$ cat src/rtl/axi_lite_port_arbiter.sv
// axi_lite_port_arbiter: shares one AXI-Lite master interface between the
// instruction-fetch read port (IF) and the memory-stage read/write port (MEM).
// Grants one transaction at a time, pulses the master's enable for one cycle,
// waits for read-ready / write-over, and returns a one-cycle done pulse to the
// granted requester. Transactions that never complete are retired with an
// error flag after TIMEOUT_CYCLES busy cycles.
// Build option: define ARB_ROUND_ROBIN_EN to alternate IF and MEM on conflict;
// otherwise fixed priority MemWriteReq > MemReadReq > IfReadReq.
module axi_lite_port_arbiter #(
  parameter int ADDR_W         = 64,
  parameter int DATA_W         = 64,
  parameter int TIMEOUT_CYCLES = 1024
) (
  input  logic              ACLK,
  input  logic              ARESETn,
  input  logic              IfReadReq,
  input  logic [ADDR_W-1:0] IfReadAddr,
  output logic [DATA_W-1:0] IfReadData,
  output logic              IfReadDone,
  output logic              IfReadErr,
  input  logic              MemReadReq,
  input  logic              MemWriteReq,
  input  logic [ADDR_W-1:0] MemAddr,
  input  logic [DATA_W-1:0] MemWriteData,
  input  logic [3:0]        MemWriteMask,
  output logic [DATA_W-1:0] MemReadData,
  output logic              MemDone,
  output logic              MemErr,
  output logic              ReadEnableOut,
  output logic              WriteEnableOut,
  output logic [ADDR_W-1:0] ReadAddrOut,
  output logic [ADDR_W-1:0] WriteAddrOut,
  output logic [DATA_W-1:0] WriteDataOut,
  output logic [3:0]        WriteMaskOut,
  input  logic [DATA_W-1:0] ReadDataIn,
  input  logic              ReadDataReadyIn,
  input  logic              WriteDataOverIn,
  output logic              Busy
);

  typedef enum logic [2:0] {
    S_IDLE, S_IF_RD, S_MEM_RD, S_MEM_WR, S_RESP
  } state_t;

  // Counter is sized for the largest legal TIMEOUT_CYCLES (65535).
  localparam logic [15:0] CNT_LAST = 16'(TIMEOUT_CYCLES - 1);

  state_t              state_q, state_d;
  logic [15:0]         cnt_q, cnt_d;
  logic                rd_en_q, rd_en_d, wr_en_q, wr_en_d;
  logic [ADDR_W-1:0]   rd_addr_q, rd_addr_d, wr_addr_q, wr_addr_d;
  logic [DATA_W-1:0]   wr_data_q, wr_data_d;
  logic [3:0]          wr_mask_q, wr_mask_d;
  logic [DATA_W-1:0]   if_data_q, if_data_d, mem_data_q, mem_data_d;
  logic                if_done_q, if_done_d, if_err_q, if_err_d;
  logic                mem_done_q, mem_done_d, mem_err_q, mem_err_d;
  logic                busy_q, busy_d;
`ifdef ARB_ROUND_ROBIN_EN
  logic                last_mem_q, last_mem_d;  // 1: MEM was granted last
`endif

  logic mem_req, grant_mem, grant_if, rsp, timed_out;

  // Next-state, grant and response routing for every registered output.
  always_comb begin
    // NOTE: every signal gets a default here so no path can infer a latch.
    state_d    = state_q;
    cnt_d      = cnt_q;
    rd_en_d    = 1'b0;
    wr_en_d    = 1'b0;
    rd_addr_d  = rd_addr_q;
    wr_addr_d  = wr_addr_q;
    wr_data_d  = wr_data_q;
    wr_mask_d  = wr_mask_q;
    if_data_d  = if_data_q;
    mem_data_d = mem_data_q;
    if_done_d  = 1'b0;
    if_err_d   = 1'b0;
    mem_done_d = 1'b0;
    mem_err_d  = 1'b0;
`ifdef ARB_ROUND_ROBIN_EN
    last_mem_d = last_mem_q;
`endif

    mem_req = MemWriteReq | MemReadReq;
`ifdef ARB_ROUND_ROBIN_EN
    // On a conflict the side not granted last time wins.
    grant_mem = mem_req && (!IfReadReq || !last_mem_q);
`else
    grant_mem = mem_req;
`endif
    grant_if  = IfReadReq && !grant_mem;

    // Only the indication belonging to the current busy state counts.
    rsp       = (state_q == S_MEM_WR) ? WriteDataOverIn : ReadDataReadyIn;
    timed_out = (cnt_q == CNT_LAST);

    case (state_q)
      S_IDLE: begin
        cnt_d = '0;
        if (grant_mem) begin
          if (MemWriteReq) begin
            state_d   = S_MEM_WR;
            wr_en_d   = 1'b1;
            wr_addr_d = MemAddr;
            wr_data_d = MemWriteData;
            wr_mask_d = MemWriteMask;
          end else begin
            state_d   = S_MEM_RD;
            rd_en_d   = 1'b1;
            rd_addr_d = MemAddr;
          end
`ifdef ARB_ROUND_ROBIN_EN
          last_mem_d = 1'b1;
`endif
        end else if (grant_if) begin
          state_d   = S_IF_RD;
          rd_en_d   = 1'b1;
          rd_addr_d = IfReadAddr;
`ifdef ARB_ROUND_ROBIN_EN
          last_mem_d = 1'b0;
`endif
        end
      end
      S_IF_RD, S_MEM_RD, S_MEM_WR: begin
        if (rsp || timed_out) begin
          // A response in the timeout cycle wins over the error.
          state_d = S_RESP;
          cnt_d   = '0;
          if (state_q == S_IF_RD) begin
            if_done_d = 1'b1;
            if_err_d  = !rsp;
            if_data_d = rsp ? ReadDataIn : '0;
          end else begin
            mem_done_d = 1'b1;
            mem_err_d  = !rsp;
            if (state_q == S_MEM_RD) mem_data_d = rsp ? ReadDataIn : '0;
          end
        end else begin
          cnt_d = cnt_q + 16'd1;
        end
      end
      S_RESP: begin
        state_d   = S_IDLE;
        rd_addr_d = '0;
        wr_addr_d = '0;
        wr_data_d = '0;
        wr_mask_d = '0;
      end
      default: state_d = S_IDLE;
    endcase

    busy_d = (state_d != S_IDLE);
  end

  // State and output registers; reset drops any in-flight transaction.
  always_ff @(posedge ACLK or negedge ARESETn) begin
    if (!ARESETn) begin
      state_q    <= S_IDLE;
      cnt_q      <= '0;
      rd_en_q    <= 1'b0;
      wr_en_q    <= 1'b0;
      rd_addr_q  <= '0;
      wr_addr_q  <= '0;
      wr_data_q  <= '0;
      wr_mask_q  <= '0;
      if_data_q  <= '0;
      mem_data_q <= '0;
      if_done_q  <= 1'b0;
      if_err_q   <= 1'b0;
      mem_done_q <= 1'b0;
      mem_err_q  <= 1'b0;
      busy_q     <= 1'b0;
`ifdef ARB_ROUND_ROBIN_EN
      last_mem_q <= 1'b0;
`endif
    end else begin
      // NOTE: non-blocking so every flop samples pre-edge values.
      state_q    <= state_d;
      cnt_q      <= cnt_d;
      rd_en_q    <= rd_en_d;
      wr_en_q    <= wr_en_d;
      rd_addr_q  <= rd_addr_d;
      wr_addr_q  <= wr_addr_d;
      wr_data_q  <= wr_data_d;
      wr_mask_q  <= wr_mask_d;
      if_data_q  <= if_data_d;
      mem_data_q <= mem_data_d;
      if_done_q  <= if_done_d;
      if_err_q   <= if_err_d;
      mem_done_q <= mem_done_d;
      mem_err_q  <= mem_err_d;
      busy_q     <= busy_d;
`ifdef ARB_ROUND_ROBIN_EN
      last_mem_q <= last_mem_d;
`endif
    end
  end

  assign IfReadData     = if_data_q;
  assign IfReadDone     = if_done_q;
  assign IfReadErr      = if_err_q;
  assign MemReadData    = mem_data_q;
  assign MemDone        = mem_done_q;
  assign MemErr         = mem_err_q;
  assign ReadEnableOut  = rd_en_q;
  assign WriteEnableOut = wr_en_q;
  assign ReadAddrOut    = rd_addr_q;
  assign WriteAddrOut   = wr_addr_q;
  assign WriteDataOut   = wr_data_q;
  assign WriteMaskOut   = wr_mask_q;
  assign Busy           = busy_q;

endmodule

$ cat config.mk
export PLATFORM = sky130hd
export DESIGN_NAME = axi_lite_port_arbiter
export DESIGN_NICKNAME = d
export VERILOG_FILES = /design/src/rtl/axi_lite_port_arbiter.sv
export SDC_FILE = /design/constraint.sdc
export NUM_CORES = 1
export LEC_CHECK = 0
export CORE_AREA = 2 2 232 234
export DETAILED_ROUTE_END_ITERATION = 8
export DIE_AREA = 0 0 234 236
export GPL_ROUTABILITY_DRIVEN = 0
export GPL_TIMING_DRIVEN = 0
export HOLD_SLACK_MARGIN = 0.08
export PLACE_DENSITY_LB_ADDON = 0.1
export SLEW_MARGIN = 10
export SYNTH_ARGS = -nofsm -noshare
export SYNTH_HDL_FRONTEND = slang
export SYNTH_SLANG_ARGS = --single-unit
$ cat constraint.sdc
create_clock -name ACLK -period 2.2 [get_ports ACLK]
set_input_delay 0.44 -clock ACLK [delete_from_list [all_inputs] [get_ports ACLK]]
set_output_delay 0.44 -clock ACLK [all_outputs]
set_load 0.01 [all_outputs]
==> key figures <==
Timing
  – Max-slew violations: 0
  – Max Freq: 0.485 GHz
  – Worst hold margin: 408 ps
  – Worst slew pin tran: 890 ps
  – Clk_skew: 17.6 ps
  – Fin crit share: 93.8%
  – Final Hold Vio Count: 0
  – Shortest period the worst path allows: 2060 ps
  – # setup viols final: 0
  – Slew HR: 40.7%

Power and ir drop
  – Final total power: 0.0323 W
  – LEAKAGE: 9.67 nW
  – Pwr dens: 1460 nW/um^2
  – Max VDD drop: 0.000574 V

Synthesis
  – Mapped cell area: 13600 um^2
  – Synth cell types: 50
  – #FFs+latches synth: 350
  – Syn avg cell area: 13.5 um^2
  – Post-synth ARST share: 100%
  – Seq/Total Area, Yosys: 64.2%
  – Synth warn: 0
  – Post-Synthesis Cells: 1010
  – Syn Nets: 1278
  – Top FF cell, synth: dfrtp_1
  – Post-synth EDFFs: 0

Clock tree
  – Worst-skew pair later-pin latency: 570 ps
  – CTS tree: done
  – Number of H-tree levels: 2
  – Root Buffer: clkbuf_16
  – Clk slew on worst S/H paths: 60 ps
  – Clock Tree Buf Depth: 3
  – CTS sink count: 350
  – Number of buffers created by CTS: 43

Detailed routing
  – TritonRoute pass-1 iters: 4
  – Drt wl/cell: 23.4 um
  – DR iter-0 viols: 513
  – Via density: 4.73
  – Antenna-violating nets left: 0
  – DRC: 0
  – Routed WL: 56.0 mm
  – DR vias: 11300

Worst setup path
  – Max FO, Critical Path: 10
  – Crit path capture: IfReadData[57]$_DFFE_PN0P_
  – Worst Reg-to-Reg Cells: 7
  – Reg2Reg Setup Slack: 140 ps
  – WS Path Type: flip-flop to flip-flop
  – Worst setup EP type: flip-flop
  – Worst r2r src: cnt_q[0]$_DFFE_PN0P_
  – CP arrival: 2560 ps
  – Reg-to-reg endpoint: IfReadData[57]$_DFFE_PN0P_
  – Nature of the critical path startpoint: flip-flop
  – Worst path required time: 2690 ps
  – Critical Path Start: cnt_q[0]$_DFFE_PN0P_

Global routing
  – Vias in the first global route: 12000
  – Total GRT Usage: 19.9%
  – Initial antenna violation count: 13
  – Pin count of the biggest net entering global routing: 103
  – Congestion Overflow GR: 0
  – First-pass GRT wire length: 81.1 mm

Placement
  – Placed Instances: 2306
  – Placement-stage cell area: 20600 um^2
  – Number of port buffers: 597
  – HPWL Detailed: 41.7 mm

Cells and area
  – Final Util: 41.8%
  – Layout cells sized above 1: 8.64%
  – Leading cell type in the layout, fill and taps excluded: clkdlybuf4s50_1
  – Most frequent cells in the layout: clkdlybuf4s50_1 (596), dfrtp_1 (350), a22o_1 (262), nand2_1 (75), o31ai_1 (66)
  – Fin nets: 1927
  – Area growth syn-to-layout: 62.5%
  – Final instance area: 22200 um^2
  – Non-Filler Instances: 2391

Floorplan
  – Die Span X: 234 um
  – # rows: 85
  – CORE AREA: 53100 um^2
  – DIE AREA: 55200 um^2
  – Initial Utilization: 25.7%
  – Die Y: 236 um
  – I/O pin total: 598

Job
  – Maxcap violations: 0

Status
  – Outcome: finished clean

Worst hold path
  – Min-Delay Path Class: primary input to asynchronous set/reset pin
## how the worst min path moves through the flow
stage | startpoint | slack, ps | cells after the start | to
finish | ARESETn | 410 | 2 | MemReadData[62]$_DFFE_PN0P_
global route | ARESETn | 410 | 2 | IfReadData[62]$_DFFE_PN0P_
floorplan | ARESETn | 140 | 0 | Busy$_DFF_PN0_
global placement | ReadAddrOut[50]$_DFFE_PN0P_ | 460 | 2 | ReadAddrOut[50]$_DFFE_PN0P_
detailed placement | ARESETn | 400 | 1 | IfReadData[62]$_DFFE_PN0P_
CTS | ARESETn | 390 | 2 | IfReadData[62]$_DFFE_PN0P_
## through the flow
stage	setup TNS [ps]	setup WS [ps]
final	0	137
after global routing	-24.3	-11.1
after CTS	0	0.127
after detailed placement	-173270	-1090
after global placement	-5718110	-15950
after floorplan	0	417
## area by class of cell
cell class / count / area, um^2
Tap cell: 696 / 871
Clock inverter: 12 / 200
Multi-Input combinational cell: 565 / 4420
Fill cell: 5060 / 30900
Inverter: 5 / 22.5
Clock buffer: 64 / 1280
Timing Repair Buffer: 604 / 6110
Antenna cell: 5 / 12.5
Sequential cell: 350 / 8760
Buffer: 90 / 507
## repair_timing
| action | CTS | global route |
|---|---|---|
| pin swaps | 2 | 0 |
| hold buffers | 1 | 0 |
| buffers inserted | 3 | 0 |
| resized for setup | 10 | 18 |
| endpoints found under the setup margin | 253 | 153 |
| endpoints found under the hold margin | 52 | 0 |
## sequential cells by signal, summed over array words and instances, names as in the netlist
register / flops
MemDone: 1
WriteAddrOut: 64
IfReadData: 64
cnt_q: 16
MemErr: 1
IfReadErr: 1
state_q: 3
IfReadDone: 1
WriteEnableOut: 1
ReadAddrOut: 64
MemReadData: 64
WriteDataOut: 64
Busy: 1
WriteMaskOut: 4
ReadEnableOut: 1
## cell usage after synthesis (2+ instances only)
| cell | n | share of area (%) |
|---|---|---|
| buf_6 | 13 | 1.1 |
| a21oi_1 | 2 | 0.073 |
| inv_1 | 4 | 0.11 |
| nor2_1 | 14 | 0.39 |
| nand3_1 | 7 | 0.26 |
| o31ai_1 | 66 | 3.6 |
| mux2i_1 | 65 | 4.8 |
| nor4_1 | 9 | 0.41 |
| dfrtp_1 | 350 | 64 |
| nor3_1 | 7 | 0.26 |
| xor2_1 | 2 | 0.13 |
| nor2b_1 | 2 | 0.092 |
| a22o_1 | 262 | 17 |
| nand2_1 | 75 | 2.1 |
| nor4bb_1 | 2 | 0.15 |
| nand4_1 | 2 | 0.092 |
| buf_2 | 33 | 1.2 |
| a31oi_1 | 2 | 0.092 |
| a221o_1 | 2 | 0.15 |
| o21ai_1 | 2 | 0.073 |
| a211o_1 | 4 | 0.26 |
| buf_1 | 2 | 0.055 |
| xnor2_1 | 3 | 0.19 |
| a21o_1 | 3 | 0.16 |
| o21ai_0 | 7 | 0.26 |
| or3_1 | 2 | 0.092 |
| nand4_2 | 2 | 0.18 |
| nor3b_1 | 4 | 0.22 |
| clkbuf_1 | 41 | 1.1 |
## critical path: stages (launching register included)
cell and delay (ps):
dfrtp_1 420, ha_1 250, and3_2 260, and4_2 220, o21ai_2 230, buf_4 270
buf_6 180, a22o_1 150
## kinds of logic after synthesis
family | count (synthesis) | share of synthesized area, %
AO/OA/AOI/OAI | 355 | 21.8
XOR/XNOR | 5 | 0.321
adder cells (fa/ha/maj) | 1 | 0.0917
buffers and inverters | 95 | 3.70
flip-flops | 350 | 64.2
multiplexers | 66 | 4.85
AND/OR/NAND/NOR | 138 | 5.09
## metal layers
metal | wire length, um | up-vias | GRT usage [%] | part of all wire (%)
met4 | 1390 | 16 | 5.62 | 2.5
met1 | 21700 | 5613 | 23.1 | 39
met5 | 113 | - | 0 | 0.20
li1 | - | 5169 | - | -
met2 | 26900 | 423 | 32.7 | 48
met3 | 5880 | 92 | 9.08 | 10
## power breakdown
group	leakage, nW	switching, W	total (W)	internal (W)
Clock	0.733	0.00290	0.00752	0.00462
Sequential	4.45	0.00155	0.0107	0.00916
Combinational	4.48	0.00654	0.0141	0.00754
Total	9.67	0.0110	0.0323	0.0213
Power figures use the tool's default switching activity.
